===== src/rtl/angle_ramp.sv =====
// Servo angle slew limiter: takes fp16 target angles and walks an integer-degree
// position toward the target, at most STEP_DEG per servo frame. Drives an fp16 angle word.
module angle_ramp #(
   parameter int FRAME_CYCLES = 1_000_000,
   parameter int STEP_DEG     = 1,
   parameter int INIT_DEG     = 90
) (
   input  logic        clk,
   input  logic        reset,
   input  logic        cmd_valid,
   output logic        cmd_ready,
   input  logic [15:0] cmd_angle,
   output logic [15:0] angle,
   output logic        busy,
   output logic        frame_tick,
   output logic        cmd_err
);

   localparam int            CW      = (FRAME_CYCLES > 1) ? $clog2(FRAME_CYCLES) : 1;
   localparam logic [CW-1:0] CNT_MAX = CW'(FRAME_CYCLES - 1);
   localparam logic [7:0]    STEP    = 8'(STEP_DEG);
   localparam logic [7:0]    INIT    = 8'(INIT_DEG);

   typedef enum logic {IDLE, DECODE} state_t;

   // Integer degrees -> fp16; exact because d < 2^11.
   function automatic logic [15:0] enc(input logic [7:0] d);
      logic [15:0] w;
      logic [17:0] sh;
      w = '0;
      for (int p = 0; p < 8; p++) begin
         if (d[p]) begin
            sh = {10'b0, d} << (10 - p);
            w  = {1'b0, 5'(15 + p), sh[9:0]};
         end
      end
      return w;
   endfunction

   // fp16 -> {reject, degrees}, truncating toward zero and saturating at 180.
   function automatic logic [8:0] dec(input logic [15:0] w);
      logic [4:0]  e;
      logic [10:0] q;
      e = w[14:10];
      q = '0;
      if (e == 5'd31)
         return {1'b1, 8'd0};
      else if (w[15] || e < 5'd15)
         return '0;
      else if (e >= 5'd23)
         return {1'b0, 8'd180};
      q = {1'b1, w[9:0]} >> (5'd25 - e);
      return {1'b0, (q > 11'd180) ? 8'd180 : q[7:0]};
   endfunction

   state_t        state, state_nx;
   logic [CW-1:0] cnt;
   logic [15:0]   cmd_q;
   logic [7:0]    cur, tgt, cur_nx, tgt_nx, diff, mv;
   logic [8:0]    dres;
   logic          err_nx;

   assign frame_tick = (cnt == CNT_MAX);

   always_comb begin
      state_nx  = state;
      cmd_ready = (state == IDLE);
      tgt_nx    = tgt;
      err_nx    = 1'b0;
      dres      = dec(cmd_q);
      case (state)
         IDLE:   if (cmd_valid) state_nx = DECODE;
         DECODE: begin
            state_nx = IDLE;
            if (dres[8]) err_nx = 1'b1;
            else         tgt_nx = dres[7:0];
         end
         default: state_nx = IDLE;
      endcase
   end

   // Stepping looks only at the pre-edge target, so a same-edge decode waits a frame.
   always_comb begin
      cur_nx = cur;
      diff   = (tgt > cur) ? (tgt - cur) : (cur - tgt);
      mv     = (diff < STEP) ? diff : STEP;
      if (frame_tick && cur != tgt)
         cur_nx = (tgt > cur) ? (cur + mv) : (cur - mv);
   end

   always_ff @(posedge clk or negedge reset) begin
      if (!reset) state <= IDLE;
      else        state <= state_nx;
   end

   always_ff @(posedge clk or negedge reset) begin
      if (!reset) begin
         cnt     <= '0;
         cmd_q   <= '0;
         cur     <= INIT;
         tgt     <= INIT;
         angle   <= enc(INIT);
         busy    <= 1'b0;
         cmd_err <= 1'b0;
      end else begin
         cnt     <= frame_tick ? '0 : cnt + 1'b1;
         if (cmd_valid && cmd_ready) cmd_q <= cmd_angle;
         cur     <= cur_nx;
         tgt     <= tgt_nx;
         angle   <= enc(cur_nx);
         busy    <= (cur_nx != tgt_nx);
         cmd_err <= err_nx;
      end
   end

endmodule


===== config.mk =====
export PLATFORM = sky130hd
export DESIGN_NAME = angle_ramp
export DESIGN_NICKNAME = d
export VERILOG_FILES = /design/src/rtl/angle_ramp.sv
export SDC_FILE = /design/constraint.sdc
export NUM_CORES = 1
export LEC_CHECK = 0
export ABC_AREA = 1
export CAP_MARGIN = 30
export CORE_AREA = 2 2 153 80
export CTS_CLUSTER_DIAMETER = 40
export DETAILED_ROUTE_END_ITERATION = 10
export DIE_AREA = 0 0 155 82
export DONT_BUFFER_PORTS = 1
export GPL_TIMING_DRIVEN = 1
export SYNTH_ARGS = -nofsm -noshare
export SYNTH_HDL_FRONTEND = slang
export SYNTH_SLANG_ARGS = --single-unit
export TNS_END_PERCENT = 100

===== constraint.sdc =====
create_clock -name clk -period 5.6 [get_ports clk]
set_input_delay 0.84 -clock clk [delete_from_list [all_inputs] [get_ports clk]]
set_output_delay 0.84 -clock clk [all_outputs]
set_load 0.1 [all_outputs]

==> tab_implementation.tex <==
\begin{tabular}{lr}
\hline
Metric & Value \\
\hline
\multicolumn{2}{l}{\textbf{STA}} \\
Highest clock rate & 0.197 GHz \\
Transition time of the tightest slew-check pin & 0.924 ns \\
Slew Limit Fails & 0 \\
Min setup slack post-route & 0.526 ns \\
Final critical-path required period & 5.07 ns \\
Total negative slack for setup checks & 0 ns \\
Final Hold Vio Count & 0 \\
Count of endpoints failing setup in the final report & 0 \\
Slew headroom & 0.383 \\
Final worst path period share & 0.906 \\
Clock skew after layout & 0.00835 ns \\
Setup repair after global routing missed its margin & false \\
\multicolumn{2}{l}{\textbf{Synthesis}} \\
Synth Area per Inst & 6.89 sq um \\
Proportion of synthesized chip area in sequential cells & 0.336 \\
Post-synthesis sequential element count & 67 \\
Main area contributors after synthesis & sky130\_fd\_sc\_hd\_\_dfrtp\_1 26\%, sky130\_fd\_sc\_hd\_\_nand2\_1 18\%, sky130\_fd\_sc\_hd\_\_nand3\_1 9.1\% \\
Top FF cell, synth & sky130\_fd\_sc\_hd\_\_dfrtp\_1 \\
Syn Std Cell Area & 5050 sq um \\
Count of synthesis-stage warnings from yosys & 0 \\
Leading post-synthesis cells by instance count & 238 x sky130\_fd\_sc\_hd\_\_nand2\_1, 92 x sky130\_fd\_sc\_hd\_\_nand3\_1, 90 x sky130\_fd\_sc\_hd\_\_inv\_1, 53 x sky130\_fd\_sc\_hd\_\_dfrtp\_1, 43 x sky130\_fd\_sc\_hd\_\_nor2\_1 \\
Library cell occupying the most area in the post-synthesis netlist & sky130\_fd\_sc\_hd\_\_dfrtp\_1 \\
Proportion of synthesized flip-flops having asynchronous set or reset & 1.00 \\
Count of unique library cells instantiated by Yosys & 43 \\
Proportion of netlist area held by the largest area contributor & 0.263 \\
Post-synth EDFFs & 0 \\
Cell with the most instances after synthesis & sky130\_fd\_sc\_hd\_\_nand2\_1 \\
Synthesized instance count & 732 \\
\multicolumn{2}{l}{\textbf{Critical path}} \\
Highest fanout seen on the critical path & 16 \\
Largest stage delay, worst path & 0.61 ns \\
Worst Path Required & 5.80 ns \\
CP max-delay cell & sky130\_fd\_sc\_hd\_\_dfstp\_2 \\
Cell repeated most along the worst path & sky130\_fd\_sc\_hd\_\_nand2\_1 \\
Crit start category & register \\
Category of the critical setup timing path & register to register \\
Nature of the critical path endpoint & register \\
Data arrival time of the critical path & 5.27 ns \\
\multicolumn{2}{l}{\textbf{Route}} \\
Count of nets left with antenna violations after detail routing & 0 \\
Count of routing violations after the opening detailed-route iteration & 420 \\
Overall routed net length & 13100 microns \\
WL per Instance & 14.8 microns \\
Number of optimization iterations in the first detailed-route pass & 5 \\
Post-detailed-route via-to-cell ratio & 5.30 \\
Count of unresolved DRC violations after routing & 0 \\
Total number of vias & 4682 \\
\multicolumn{2}{l}{\textbf{Final layout}} \\
Final Non-Filler Cells & 883 \\
Number of diodes added for antenna fixing & 0 \\
Fraction of final layout cells with drive strength greater than 1 & 0.108 \\
Final std cell area, no fill & 5510 sq um \\
Nets & 776 \\
Final core occ & 0.481 \\
Filler cell count & 1133 \\
Post-synthesis to final-layout area growth & 9.12\% \\
\multicolumn{2}{l}{\textbf{Global routing}} \\
First-pass GRT wire length & 21700 microns \\
Sum of overflow across all layers after global routing & 0 \\
Largest net degree at the start of global routing & 68 \\
Via count of the first global-routing pass & 4174 \\
Number of antenna violations at the first check in global routing & 0 \\
GR Util All Layers & 0.221 \\
\multicolumn{2}{l}{\textbf{Placed design}} \\
Placement Cell Area & 5150 sq um \\
Number of placed cells counting well taps & 867 \\
Setup slack after placement & 0.635 ns \\
Final weighted congestion in routability-driven placement & 1.01 \\
Placed wire-length estimate after detailed placement & 10000 microns \\
Number of port buffers & 0 \\
\multicolumn{2}{l}{\textbf{Clock tree}} \\
Maximum level of the CTS H-tree & 3 \\
Number of resized instances in the post-cts repair step & 0 \\
Clock latency at the later pin of the worst-skew pair & 0.34 ns \\
Post CTS Setup Buffer Count & 0 \\
Clock buffer count from CTS & 9 \\
Maximum count of clock buffers along a single path & 2 \\
Total clock sinks & 67 \\
Clock tree root buffer cell & sky130\_fd\_sc\_hd\_\_clkbuf\_16 \\
Clock slew seen by the registers of the worst setup and hold paths & 0.06 ns \\
CTS hold repair buffers & 0 \\
TritonCTS clock tree & yes \\
\multicolumn{2}{l}{\textbf{Run}} \\
Max\_cap viols & 0 \\
\multicolumn{2}{l}{\textbf{Power}} \\
Power Density & 292 nW/um\^{}2 \\
IR drop worst, VDD & 161 uV \\
Switch Pwr & 527 uW \\
Net switching share of the total power & 0.327 \\
Combinational share of power & 0.250 \\
Share of total power in sequential cells & 0.332 \\
Relative contribution of the clock network to total power & 0.418 \\
Internal Pwr Total & 1080 uW \\
Standby leakage power & 0.00277 uW \\
\multicolumn{2}{l}{\textbf{Floorplan}} \\
Die height & 82 microns \\
Initial Utilization & 0.440 \\
Die width & 155 microns \\
Placement row count & 28 \\
Top-level port count & 39 \\
Floorplan core area & 11500 sq um \\
Die footprint & 12700 sq um \\
\multicolumn{2}{l}{\textbf{Hold path}} \\
Class of the worst hold path & input port to asynchronous set/reset pin \\
\multicolumn{2}{l}{\textbf{Outcome}} \\
Outcome & completed \\
\hline
\end{tabular}
-- layout by cell type, fill, tap and decap left out, types with 5 or more instances in the layout --
cell type,count
sky130_fd_sc_hd__nand2_2,10
sky130_fd_sc_hd__nor3_1,12
sky130_fd_sc_hd__dfrtp_1,53
sky130_fd_sc_hd__dfstp_2,14
sky130_fd_sc_hd__xor2_1,12
sky130_fd_sc_hd__o21ai_0,22
sky130_fd_sc_hd__ha_1,26
sky130_fd_sc_hd__nand3_1,92
sky130_fd_sc_hd__conb_1,5
sky130_fd_sc_hd__inv_2,10
sky130_fd_sc_hd__a21oi_1,23
sky130_fd_sc_hd__inv_1,90
sky130_fd_sc_hd__nor2_1,42
sky130_fd_sc_hd__nand2_1,238
sky130_fd_sc_hd__nand4_1,13
sky130_fd_sc_hd__o21ai_2,7
sky130_fd_sc_hd__clkbuf_16,9
-- per-layer routing --
layer / GRT usage / vias to the layer above / routed length (microns)
li1: - / 2331 / -
met2: 0.285 / 171 / 4720
met3: 0.0707 / 10 / 1190
met5: 0 / - / 0
met4: 0.0472 / 0 / 101
met1: 0.344 / 2170 / 7040
-- kinds of logic after synthesis --
| kind of cell | Yosys count | share of synthesized area |
|---|---|---|
| other | 2 | 0.00149 |
| adder cells (fa/ha/maj) | 29 | 0.0764 |
| buffers and inverters | 121 | 0.0984 |
| XOR/XNOR | 16 | 0.0293 |
| AO/OA/AOI/OAI | 67 | 0.0784 |
| flip-flops | 67 | 0.336 |
| AND/OR/NAND/NOR | 430 | 0.380 |
-- area by class of cell --
type                            instances  area, sq um  share of cell area
Multi-Input combinational cell        547         2870               0.521
Sequential cell                        67         1690               0.308
Inverter                              101          382              0.0693
Clock buffer                           10          239              0.0434
Tap cell                              150          188              0.0341
Clock inverter                          6          113              0.0204
Timing Repair Buffer                    2         22.5             0.00409
-- path summary, 6_finish.rpt --
check,cells past startpoint,to,slack [ns],from
worst max-delay path,33,busy,0.53,cur[1]
worst min-delay path,0,cmd_q[6],0.19,reset
worst max register to register,33,busy,0.53,cur[1]
worst min register to register,2,cmd_q[0],0.48,cmd_q[0]
max in group asynchronous,0,angle[14],5.18,reset
min in group clk,2,cmd_q[0],0.48,cmd_q[0]
-- through the flow --
stage | total power [uW] | hold slack [ns]
detailed placement | 932 | 0.470
CTS | 1610 | 0.184
global route | 1700 | 0.178
global placement | 933 | 0.470
finish | 1610 | 0.191
floorplan | 861 | 0.449
-- registers in the layout, indices dropped and copies added (netlist names) --
register	count
cmd_q	16
tgt	8
cur	8
state	1
angle	12
cnt	20
busy	1
cmd_err	1
-- power groups by stage --
stage                     Combinational (uW)  Clock [uW]  Sequential [uW]
after floorplan                          331           0              530
after global placement                   390           0              543
after detailed placement                 389           0              543
after CTS                                394         681              535
after global routing                     455         705              538
final                                    402         672              535
-- critical path, delay by kind of cell (launching register included) --
family / cells / cell delay (ns)
AOI/OAI and AO/OA: 4 / 0.71
buffers and inverters: 6 / 0.59
DFF: 1 / 0.61
adders and majority gates: 3 / 1.03
and+or+nand+nor: 20 / 1.99
(Power assumes the default switching activity.)
